[src/rtl/esm_dispatch_unit.sv]
// ---------------------------------------------------------------------------
// esm_dispatch_unit
//
// Purpose:
//   Consumer side of the ESM dependency analysis. It holds one dependency
//   row per instruction buffer slot. Bit j of row i means "slot i waits on
//   producer slot j". The unit tracks valid/issued state per slot and offers
//   at most one ready entry per cycle to execution over a valid/ready
//   handshake. When a slot completes, its column is cleared in every row and
//   the slot is freed.
//
// Ports:
//   clk, rst      clock (rising edge), asynchronous active-high reset
//   alloc_valid   write alloc_deps into slot alloc_index this cycle
//   alloc_index   slot being allocated
//   alloc_deps    dependency row (bit j = waits on slot j)
//   alloc_err     registered 1-cycle pulse: allocation hit a still-valid slot
//   iss_valid     registered: iss_index holds a ready entry
//   iss_ready     execution accepts the offered entry
//   iss_index     slot being offered
//   cmpl_valid    completion strobe
//   cmpl_index    slot that completed
//   occupancy     number of valid slots (0..BS)
//   full, empty   occupancy == BS / occupancy == 0
//   stat_issued   (ESM_DISPATCH_STATS_EN only) saturating issue handshake count
//   stat_stall    (ESM_DISPATCH_STATS_EN only) saturating count of cycles with
//                 valid entries, nothing ready and no offer pending
//
// Configuration macro: ESM_DISPATCH_STATS_EN
// ---------------------------------------------------------------------------
module esm_dispatch_unit #(
  parameter int BS = 16,
  localparam int IW = $clog2(BS)
) (
  input  logic          clk,
  input  logic          rst,
  input  logic          alloc_valid,
  input  logic [IW-1:0] alloc_index,
  input  logic [BS-1:0] alloc_deps,
  output logic          alloc_err,
  output logic          iss_valid,
  input  logic          iss_ready,
  output logic [IW-1:0] iss_index,
  input  logic          cmpl_valid,
  input  logic [IW-1:0] cmpl_index,
  output logic [IW:0]   occupancy,
  output logic          full,
  output logic          empty
`ifdef ESM_DISPATCH_STATS_EN
  ,
  output logic [31:0]   stat_issued,
  output logic [31:0]   stat_stall
`endif
);

  typedef enum logic {
    IDLE  = 1'b0,
    OFFER = 1'b1
  } state_t;

  state_t        state_q, state_d;
  logic [BS-1:0] valid_q, valid_d;
  logic [BS-1:0] issued_q, issued_d;
  logic [BS-1:0] row_q [BS];
  logic [BS-1:0] row_d [BS];
  logic [IW-1:0] iss_index_q, iss_index_d;
  logic          alloc_err_q, alloc_err_d;
  logic [IW:0]   occ_q, occ_d;

  logic [BS-1:0] ready;
  logic [BS-1:0] cmpl_col;
  logic [BS-1:0] self_bit;
  logic [IW-1:0] first_ready;
  logic          any_ready;
  logic          cmpl_acc;
  logic          alloc_acc;
  logic          handshake;

  // An entry is ready once it is valid, not yet issued and waits on nobody.
  always_comb begin
    ready = '0;
    for (int i = 0; i < BS; i++) begin
      ready[i] = valid_q[i] & ~issued_q[i] & (row_q[i] == '0);
    end
  end

  // Lowest-index ready entry; scanning downward lets the lowest index win.
  always_comb begin
    first_ready = '0;
    for (int i = BS - 1; i >= 0; i--) begin
      if (ready[i]) begin
        first_ready = IW'(i);
      end
    end
  end

  assign any_ready = |ready;
  assign handshake = (state_q == OFFER) & iss_ready;

  // Only an issued entry can complete; anything else is dropped silently.
  // Completion is resolved first so the same slot may be reallocated in the
  // same cycle.
  assign cmpl_acc  = cmpl_valid & valid_q[cmpl_index] & issued_q[cmpl_index];
  assign cmpl_col  = cmpl_acc ? ({{(BS-1){1'b0}}, 1'b1} << cmpl_index) : '0;
  assign self_bit  = {{(BS-1){1'b0}}, 1'b1} << alloc_index;
  assign alloc_acc = alloc_valid & ~(valid_q[alloc_index] & ~cmpl_col[alloc_index]);

  // Slot table update: completion clears the column, then allocation writes
  // the new row. The row keeps only dependences on slots that remain live.
  always_comb begin
    valid_d  = valid_q & ~cmpl_col;
    issued_d = issued_q & ~cmpl_col;
    for (int i = 0; i < BS; i++) begin
      row_d[i] = row_q[i] & ~cmpl_col;
    end
    if (handshake) begin
      issued_d[iss_index_q] = 1'b1;
    end
    if (alloc_acc) begin
      valid_d[alloc_index]  = 1'b1;
      issued_d[alloc_index] = 1'b0;
      row_d[alloc_index]    = alloc_deps & valid_q & ~cmpl_col & ~self_bit;
    end
    alloc_err_d = alloc_valid & ~alloc_acc;
    occ_d       = occ_q + (IW+1)'(alloc_acc) - (IW+1)'(cmpl_acc);
  end

  always_ff @(posedge clk or posedge rst) begin
    if (rst) begin
      valid_q     <= '0;
      issued_q    <= '0;
      alloc_err_q <= 1'b0;
      occ_q       <= '0;
      for (int i = 0; i < BS; i++) begin
        row_q[i] <= '0;
      end
    end else begin
      valid_q     <= valid_d;
      issued_q    <= issued_d;
      alloc_err_q <= alloc_err_d;
      occ_q       <= occ_d;
      for (int i = 0; i < BS; i++) begin
        row_q[i] <= row_d[i];
      end
    end
  end

  // Issue FSM: state register.
  always_ff @(posedge clk or posedge rst) begin
    if (rst) begin
      state_q     <= IDLE;
      iss_index_q <= '0;
    end else begin
      state_q     <= state_d;
      iss_index_q <= iss_index_d;
    end
  end

  // Issue FSM: next state. The offered index is latched on entry to OFFER and
  // held until accepted. Its row cannot become nonzero while it is offered,
  // so the offer is never withdrawn.
  always_comb begin
    state_d     = state_q;
    iss_index_d = iss_index_q;
    case (state_q)
      IDLE: begin
        if (any_ready) begin
          state_d     = OFFER;
          iss_index_d = first_ready;
        end
      end
      OFFER: begin
        if (iss_ready) begin
          state_d = IDLE;
        end
      end
      default: state_d = IDLE;
    endcase
  end

  // Issue FSM: outputs.
  always_comb begin
    iss_valid = (state_q == OFFER);
    iss_index = iss_index_q;
  end

  assign alloc_err = alloc_err_q;
  assign occupancy = occ_q;
  assign full      = (occ_q == (IW+1)'(BS));
  assign empty     = (occ_q == '0);

`ifdef ESM_DISPATCH_STATS_EN
  logic [31:0] stat_issued_q;
  logic [31:0] stat_stall_q;
  logic        stall_now;

  // A stall cycle has live entries but nothing offered and nothing offerable.
  assign stall_now = (occ_q != '0) & ~any_ready & (state_q == IDLE);

  always_ff @(posedge clk or posedge rst) begin
    if (rst) begin
      stat_issued_q <= '0;
      stat_stall_q  <= '0;
    end else begin
      if (handshake && (stat_issued_q != 32'hFFFF_FFFF)) begin
        stat_issued_q <= stat_issued_q + 32'd1;
      end
      if (stall_now && (stat_stall_q != 32'hFFFF_FFFF)) begin
        stat_stall_q <= stat_stall_q + 32'd1;
      end
    end
  end

  assign stat_issued = stat_issued_q;
  assign stat_stall  = stat_stall_q;
`endif

endmodule

[config.mk]
export PLATFORM = sky130hd
export DESIGN_NAME = esm_dispatch_unit
export DESIGN_NICKNAME = d
export VERILOG_FILES = /design/src/rtl/esm_dispatch_unit.sv
export SDC_FILE = /design/constraint.sdc
export NUM_CORES = 1
export LEC_CHECK = 0
export CELL_PAD_IN_SITES_DETAIL_PLACEMENT = 0
export CELL_PAD_IN_SITES_GLOBAL_PLACEMENT = 2
export CORE_MARGIN = 2
export CORE_UTILIZATION = 37
export DETAILED_ROUTE_END_ITERATION = 7
export MAX_ROUTING_LAYER = met4
export PLACE_DENSITY = 0.83
export SLEW_MARGIN = 15
export SYNTH_ARGS = -nofsm -noshare
export SYNTH_HDL_FRONTEND = slang
export SYNTH_SLANG_ARGS = --single-unit
[constraint.sdc]
create_clock -name clk -period 10 [get_ports clk]
set_clock_uncertainty 0.2 [all_clocks]
set_input_delay 2 -clock clk [delete_from_list [all_inputs] [get_ports clk]]
set_output_delay 2 -clock clk [all_outputs]
set_load 0.05 [all_outputs]
==> results.md, run 1 <==
* # IOs at 42
* GPL Wtd Cong at 0.904
* CP Max Fanout at 30
* Global Route Usage Sum at 23.4%
* # Post-CTS Setup Buffers at 0
* Die Area at 0.0373 sq mm
* Data required, critical path at 10.19 ns
* Terminus of the critical flop-to-flop path: occupancy[4]$_DFF_PP0_
* Outcome: finished clean
* Area grow syn2layout at 12.8%
* Pwr per Cell Area at around 280 mW/mm^2
* Cell row count at 69
* IO buf count at 41
* DRC Markers at 0
* Die H at 193 microns
* Critical Path Sink Type: flop
* Clock root cell: clkbuf_16
* Worst-Skew Late Latency at roughly 0.51 ns
* Post-synth EDFFs at 0
* Yosys Warn Count at 0
* Vias in the first global route at between 9000 and 10000
* Final setup violation count at 0
* Global-route wire length before repair at roughly 63000 microns
* Register Area at 0.00748 sq mm
* Design area at 0.0149 sq mm
* Fillers at 3474
* Area after DPL at 0.0138 sq mm
* Async set-reset flop share out of synthesis at 100%
* Starting Density at between 30% and 40%
* Initial antenna violation count at 0
* Clock sinks at 299
* Max Slew Vio Count at 0
* N_diodes at 0
* Setup ws final at 4.20 ns
* Layout cells sized above 1 at 10.2%
* Final #Nets at 1313
* Max Clk Rate at 172 MHz
* Area of the mapped netlist at ~0.013 sq mm
* Top FF cell, synth: dfrtp_1
* DR vias at 10081
* DP HPWL at 26200 microns
* Fin crit share at 58.0%
* WHS Path Cells at 2
* Post_cts resized at 0
* Hold Vio Cnt, Final at 0
* Vias per cell at 5.72
* Final min period at 5.80 ns
* First-pass DRT Iterations at 5
* Worst-path clk slew at 0.06 ns
* Largest net degree at the start of global routing at ~170
* H-tree depth at 2
* CTS Buf Count at 34
* Die X at 193 microns
* RR Startpoint: valid_q[3]$_DFF_PP0_
* Core box area at 0.0354 sq mm
* R2R Setup Slk at 6.20 ns
* RSZ-0062 raised after global routing: false
* Arrival time at the worst endpoint at 5.99 ns
* Remaining global-route overflow at 0
* Cell taking the most area after synthesis: dfrtp_1
* Max clock buf depth at 3
* Worst vdd ir at 142 uV
* Reg2reg path depth at 16
* Routed WL at 41300 microns
* Hold Path Class: flop to flop
* Max cap viols at 0
* Post-synthesis cell count at 1286
* CP startpoint: alloc_index[0]
* Initial DRC Count at between 800 and 900
* Syn Nets at 1322
* Place WS at 3.67 ns
* Synth unique cells at 71
* Hold Buf Count CTS at 0
* Sequential-to-total area share from yosys stat at 56.5%
* Startpoint types: primary input
* Commonest non-fill, non-tap cell in the layout: dfrtp_1
* Antenna Nets Post-Route at 0
* End of the critical path: occupancy[4]$_DFF_PP0_
* Critical path class: primary input to flop
* Leak at roughly 6.5 nW
* Slew margin rel. at 18.7%
* Worst Max-Slew Pin Slew at 1.21 ns
* Final TNS setup at 0 ns
* Commonest non-fill, non-tap cells in the layout: 299 x dfrtp_1, 234 x nand3_1, 126 x o21ai_0, 99 x o21ai_1, 64 x nand2_1
* TritonCTS clock tree: yes
* Wirelength per Cell at 23.5 microns
* Post-synth top area share at between 50% and 60%
* Multi-input logic area at 0.00519 sq mm
* Syn avg cell area at 10.3 sq um
* Number of synthesized register bits at approximately 300
* Cells taking the most area after synthesis: dfrtp_1 57%, nand3_1 8.8%, o21ai_0 4.8%
==> report_power, final <==
| group | switching, mW | internal [mW] |
|---|---|---|
| Combinational | 0.711 | 0.434 |
| Sequential | 0.250 | 1.53 |
| Clock | 0.496 | 0.759 |
| Total | 1.46 | 2.72 |
==> critical path, cell delays in order <==
cell             delay (ns)
clkdlybuf4s50_1        0.91
mux4_1                 0.63
a22oi_1                0.23
nand3_1                0.15
o221ai_4               0.08
buf_4                  0.44
inv_1                  0.10
ha_1                   0.31
inv_1                  0.06
ha_1                   0.15
inv_1                  0.06
fa_1                   0.42
inv_1                  0.08
a21oi_1                0.06
nor2_1                 0.10
nor2_1                 0.06
xnor2_1                0.11
==> state kept, by name (all words and copies together), names as in the netlist <==
register,count
row_q,256
issued_q,16
valid_q,16
occupancy,5
alloc_err,1
iss_valid,1
iss_index,4
==> cells by family (layout without fill, tap and decap cells) <==
logic type               after synthesis  count (layout)  synth area share (%)
AND/OR/NAND/NOR                      552             552                  23.5
AO/OA/AOI/OAI                        300             300                  13.0
flip-flops                           299             299                  56.5
buffers and inverters                113             129                  4.32
multiplexers                           9               9                  1.49
adder cells (fa/ha/maj)                7               7                 0.718
XOR/XNOR                               6               6                 0.397
==> layout make-up <==
type                            instances  share of cell area [%]
Clock buffer                           54                    6.89
Clock inverter                          7                   0.595
Inverter                               15                   0.402
Multi-Input combinational cell        874                    34.7
Sequential cell                       299                    50.1
Tap cell                              461                    3.86
Timing Repair Buffer                   53                    3.43
==> per-stage QoR <==
step	utilization [%]	hold slack (ns)	total power, mW	std cells
after floorplan	-	0.260	2.51	1286
after global placement	39.0	0.276	2.91	1702
after detailed placement	39.0	0.284	2.93	1702
after CTS	42.2	0.297	4.20	1763
after global routing	42.2	0.316	4.40	1763
final	42.2	0.289	4.18	1763
==> cell usage after synthesis (17+ instances only) <==
| cell | count |
|---|---|
| nor2_1 | 58 |
| dfrtp_1 | 299 |
| clkbuf_1 | 29 |
| nor4_1 | 37 |
| buf_2 | 43 |
| nand2_1 | 64 |
| nand2_2 | 17 |
| o21ai_0 | 126 |
| nand3_1 | 234 |
| and3_1 | 19 |
| nand3_2 | 17 |
| o21ai_1 | 99 |
| nand4_1 | 19 |
==> per-layer routing <==
layer	global-route usage, %	part of all wire [%]	vias up
met4	9.27	4.0	0
met3	3.31	5.1	80
met5	-	0	-
met2	35.6	46	327
li1	-	-	4677
met1	31.8	45	4997
==> worst min path at each step <==
stage | from | endpoint | slack (ns)
2_1_floorplan | row_q[145]$_DFF_PP0_ | row_q[145]$_DFF_PP0_ | 0.26
3_3_place_gp | row_q[33]$_DFF_PP0_ | row_q[33]$_DFF_PP0_ | 0.28
3_5_place_dp | row_q[145]$_DFF_PP0_ | row_q[145]$_DFF_PP0_ | 0.28
4_1_cts | row_q[145]$_DFF_PP0_ | row_q[145]$_DFF_PP0_ | 0.30
5_1_grt | row_q[81]$_DFF_PP0_ | row_q[81]$_DFF_PP0_ | 0.32
6_report | row_q[145]$_DFF_PP0_ | row_q[145]$_DFF_PP0_ | 0.29
(Power assumes the default switching activity.)
==> run 2: changes to the inputs <==
Clock period 10 ns to 5.25 ns, I/O delays scaled along.
==> results.md, run 2 (synthesis gave the netlist of run 1 again) <==
* Data required, critical path at between 5 and 6 ns
* Fillers at roughly 3400
* DR vias at 10137
* RSZ-0062 raised after global routing: false
* # Post-CTS Setup Buffers at 0
* Max cap viols at 0
* DP HPWL at 25900 microns
* Leak at 6.55 nW
* Crit-path slowest cell: clkdlybuf4s50_1
* Final TNS setup at 0 ns
* Largest incremental delay on the critical path at 0.73 ns
* N_diodes at 0
* Vias per cell at 5.68
* Commonest non-fill, non-tap cells in the layout: 299 x dfrtp_1, 234 x nand3_1, 126 x o21ai_0, 99 x o21ai_1, 64 x nand2_1
* Wirelength per Cell at between 20 and 25 microns
* Worst-Skew Late Latency at 0.52 ns
* Initial DRC Count at between 800 and 900
* Startpoint types: primary input
* Max reg flops at 256
* IO buf count at 41
* Vias in the first global route at 9868
* Routed WL at 40900 microns
* Area grow syn2layout at 14.1%
* Post_cts resized at 0
* Die H at 193 microns
* Max Slew Vio Count at 0
* Fin crit share at 79.0%
* Most flop-heavy register: row_q
* Worst vdd ir at 291 uV
* Arrival time at the worst endpoint at 4.33 ns
* Die X at 193 microns
* Die Area at 0.0373 sq mm
* H-tree depth at 2
* CP Cell Sequence: clkdlybuf4s50_1 > mux4_1 > a22oi_1 > nand3_1 > o221ai_4 > inv_1 > ha_1 > inv_1 > ha_1 > inv_1 > fa_1 > inv_1 > a21oi_1 > nor2_1 > nor2_1 > xnor2_1
* GPL Wtd Cong at 0.944
* TritonCTS clock tree: yes
* First-pass DRT Iterations at 5
* Commonest non-fill, non-tap cell in the layout: dfrtp_1
* Worst Max-Slew Pin Slew at 1.20 ns
* Max clock buf depth at 3
* Biggest regs: row_q (256), issued_q (16), valid_q (16)
* Cell row count at 69
* Total power at about 8.0 mW
* Remaining global-route overflow at 0
* Largest net degree at the start of global routing at 136
* Worst-path clk slew at around 0.060 ns
* Critical path class: primary input to flop
* Starting Density at 37.4%
* Final setup violation count at 0
* Global Route Usage Sum at between 20% and 30%
* CP Max Fanout at 6
* Buf/Inv on CP at 5
* Outcome: finished clean
* Clock sinks at 299
* # IOs at 42
* Final #Nets at between 1000 and 1500
* Clock root cell: clkbuf_16
* Layout cells sized above 1 at approximately an eighth
* CP most frequent cell: inv_1
* Critical Path Sink Type: flop
* Hold Path Class: flop to flop
* Hold Buf Count CTS at 0
* Initial antenna violation count at 0
* DRC Markers at 0
* CTS Buf Count at 34
* CP delay by family, top: buffers and inverters
* Core box area at 0.0354 sq mm
* Antenna Nets Post-Route at 0
* Global-route wire length before repair at between 60000 and 70000 microns
* Hold Vio Cnt, Final at 0
* Max Clk Rate at 241 MHz
* Pwr per Cell Area at ~530 mW/mm^2
* Final min period at 4.15 ns
* Slew margin rel. at ~20%
-- run 2: area by class of cell --
cell class,instances,area [sq um],area share [%]
clock buffers,50,961,6.36
clock inverters,10,148,0.977
inverters,15,60.1,0.398
multi-input cells,874,5190,34.3
flip-flops and latches,299,7480,49.5
well taps,461,577,3.82
repair buffers,75,691,4.57
-- run 2: worst paths after layout --
check / endpoint / cells after the start / slack (ns) / start
min in group asynchronous: row_q[158]$_DFF_PP0_ / 2 / 0.82 / rst
max reg2reg: occupancy[4]$_DFF_PP0_ / 15 / 1.94 / valid_q[5]$_DFF_PP0_
max: occupancy[4]$_DFF_PP0_ / 16 / 1.10 / alloc_index[0]
min: row_q[228]$_DFF_PP0_ / 2 / 0.29 / row_q[228]$_DFF_PP0_
min reg2reg: row_q[228]$_DFF_PP0_ / 2 / 0.29 / row_q[228]$_DFF_PP0_
max in group asynchronous: row_q[213]$_DFF_PP0_ / 3 / 2.85 / rst
-- run 2: stage by stage --
step / cell area (sq um) / worst slack (ns) / hold WS (ns) / std cells / util (%)
6_report: 15100 / 1.10 / 0.294 / 1784 / 42.7
5_1_grt: 15100 / 0.918 / 0.314 / 1784 / 42.7
4_1_cts: 15100 / 1.12 / 0.295 / 1784 / 42.7
3_5_place_dp: 14000 / 0.592 / 0.283 / 1724 / 39.5
3_3_place_gp: 14000 / 0.594 / 0.275 / 1724 / 39.5
2_1_floorplan: 13200 / 0.0269 / 0.260 / 1286 / -
-- run 2: tightest hold or removal path, cell delays in order, from the launching register on --
cell and delay (ns):
dfrtp_1 0.33, nand3_1 0.06, o21ai_0 0.06
-- run 2: report_power, final --
part	switching [mW]	total (mW)	internal (mW)
clock	0.944	2.37	1.42
combinational	1.35	2.21	0.854
sequential	0.467	3.38	2.91
total	2.76	7.95	5.19
-- run 2: per-layer routing --
metal | track usage [%] | wire (microns) | vias to the layer above
met2 | 37.3 | 19500 | 275
met3 | 2.86 | 2040 | 48
met1 | 31.3 | 18500 | 5079
met5 | - | 0 | -
li1 | - | - | 4735
met4 | 5.24 | 781 | 0
==> run 3: changes to the inputs <==
Clock period 5.25 ns to 3.3 ns, I/O delays scaled along.
==> results.md, run 3 (synthesis gave the netlist of run 1 again) <==
* Outcome: finished clean
* Internal at 8.33 mW
* Switch Pwr at ~4.5 mW
* First-pass DRT Iterations at 5
* Leak at 7.16 nW
* Met1 Usage GRT at 31.7%
* Startpoint types: primary input
* Die H at approximately 190 microns
* Pwr per Cell Area at 793 mW/mm^2
* Initial DRC Count at a little over 800
* Gr busiest metal: met2
* Biggest regs: row_q (256), issued_q (16), valid_q (16)
* Worst vdd ir at between 400 and 500 uV
* Commonest non-fill, non-tap cells in the layout: 299 x dfrtp_1, 233 x nand3_1, 126 x o21ai_0, 99 x o21ai_1, 94 x buf_4
* Max Slew Vio Count at 0
* Final setup violation count at 0
* Starting Density at 37.4%
* Vias per cell at ~5.6
* CTS Buf Count at 31
* H-tree depth at 1
* Max Clk Rate at 315 MHz
* Max cap viols at 0
* Worst-Skew Late Latency at roughly 0.57 ns
* Antenna Nets Post-Route at 0
* Final TNS setup at 0 ns
* Area after DPL at approximately 0.015 sq mm
* Comb pwr share at 31.6%
* DR vias at approximately 10000
* Arrival time at the worst endpoint at roughly 3.4 ns
* Hold Vio Cnt, Final at 0
* Hold Buf Count CTS at 0
* GR Util met3 at 3.58%
* Clock sinks at 299
* DRC Markers at 0
* TritonCTS clock tree: yes
* Clock power frac at 27.0%
* IO buf count at between 40 and 50
* Met2 usage at 37.4%
* Sequential power share at between 40 and 50%
* Final min period at 3.17 ns
* Data required, critical path at 3.55 ns
* Sw Ratio at 35.1%
* DP HPWL at 28400 microns
* Global Route Usage Sum at 23.7%
* Initial antenna violation count at 0
* # IOs at 42
* Hold Path Class: primary input to asynchronous set/reset pin
* CP Max Fanout at 7
* Clock root cell: clkbuf_16
* Cell row count at 69
* Core Util, Final at ~46%
* Worst-path clk slew at around 0.06 ns
* Routed WL at between 40000 and 50000 microns
* Max clock buf depth at 3
* GPL Wtd Cong at 0.917
* Worst Max-Slew Pin Slew at 0.926 ns
* Critical path class: primary input to flop
* Critical Path Sink Type: flop
* N_diodes at 0
* Area grow syn2layout at 22.3%
* Global-route wire length before repair at 64400 microns
* Die X at 193 microns
* Design area at 0.0162 sq mm
* Max reg flops at 256
* Remaining global-route overflow at 0
* Fin crit share at 96.1%
* Layout cells sized above 1 at 18.9%
* Commonest non-fill, non-tap cell in the layout: dfrtp_1
* Vias in the first global route at 10270
* Final #Nets at 1427
* Core box area at 0.0354 sq mm
* Most flop-heavy register: row_q
* Wirelength per Cell at 22.5 microns
* Slew margin rel. at 37.4%
* Largest net degree at the start of global routing at 86
* Die Area at ~0.037 sq mm
[run 3: what timing repair did]
item / CTS / global route
cloned: 0 / 1
resized for setup: 1 / 7
setup buffers: 1 / 7
pin swaps: 0 / 6
setup endpoints to repair: 1 / 16
[run 3: cell type report]
type | count | area, sq um
inverters | 15 | 60.1
well taps | 461 | 577
repair buffers | 170 | 1820
multi-input cells | 874 | 5250
flip-flops and latches | 299 | 7480
clock inverters | 15 | 134
fillers | 3362 | 19200
clock buffers | 43 | 871
[run 3: metrics by stage]
step                      instances  hold slack (ns)  worst slack [ns]  power [mW]
after global placement         1810            0.274            -0.617        9.30
after floorplan                1286            0.260             -1.53        7.64
final                          1877            0.277             0.127        12.8
after CTS                      1869            0.267            0.0275        12.9
after global routing           1877            0.302          -0.00352        13.6
after detailed placement       1810            0.285            -0.626        9.38
[run 3: path summary, 6_finish.rpt]
check	from	endpoint	slack (ns)	cells after the start
worst max-delay path	alloc_index[0]	occupancy[4]$_DFF_PP0_	0.13	17
worst min-delay path	rst	row_q[228]$_DFF_PP0_	0.28	2
worst max register to register	issued_q[7]$_DFF_PP0_	iss_index[0]$_DFFE_PP0P_	0.16	9
worst min register to register	row_q[131]$_DFF_PP0_	row_q[131]$_DFF_PP0_	0.30	2
max in group asynchronous	rst	row_q[28]$_DFF_PP0_	1.76	3
min in group clk	row_q[131]$_DFF_PP0_	row_q[131]$_DFF_PP0_	0.30	2
[run 3: critical path, stage by stage]
cell and delay (ns):
clkdlybuf4s50_1 0.48, buf_6 0.14, mux4_2 0.51, a22oi_2 0.23, nand3_2 0.11, o221ai_4 0.08, inv_2 0.06, ha_4 0.22
inv_2 0.06, ha_4 0.12, inv_2 0.03, fa_2 0.33, inv_1 0.06, a21oi_1 0.05, nor2_1 0.09, nor2_1 0.06
xnor2_1 0.12
[run 3: routing by layer]
metal,up-vias,routed length [microns],part of all wire (%)
met1,5217,18900,45
met5,-,0,0
met4,0,1290,3.1
met2,282,19800,47
li1,4925,-,-
met3,65,2240,5.3
[run 3: power by group through the flow]
| stage | combinational, mW | sequential, mW | clock [mW] |
|---|---|---|---|
| 2_1_floorplan | 2.27 | 5.37 | 0 |
| 3_3_place_gp | 3.96 | 5.34 | 0 |
| 3_5_place_dp | 4.01 | 5.36 | 0 |
| 4_1_cts | 4.03 | 5.30 | 3.54 |
| 5_1_grt | 4.45 | 5.43 | 3.70 |
| 6_report | 4.06 | 5.32 | 3.47 |
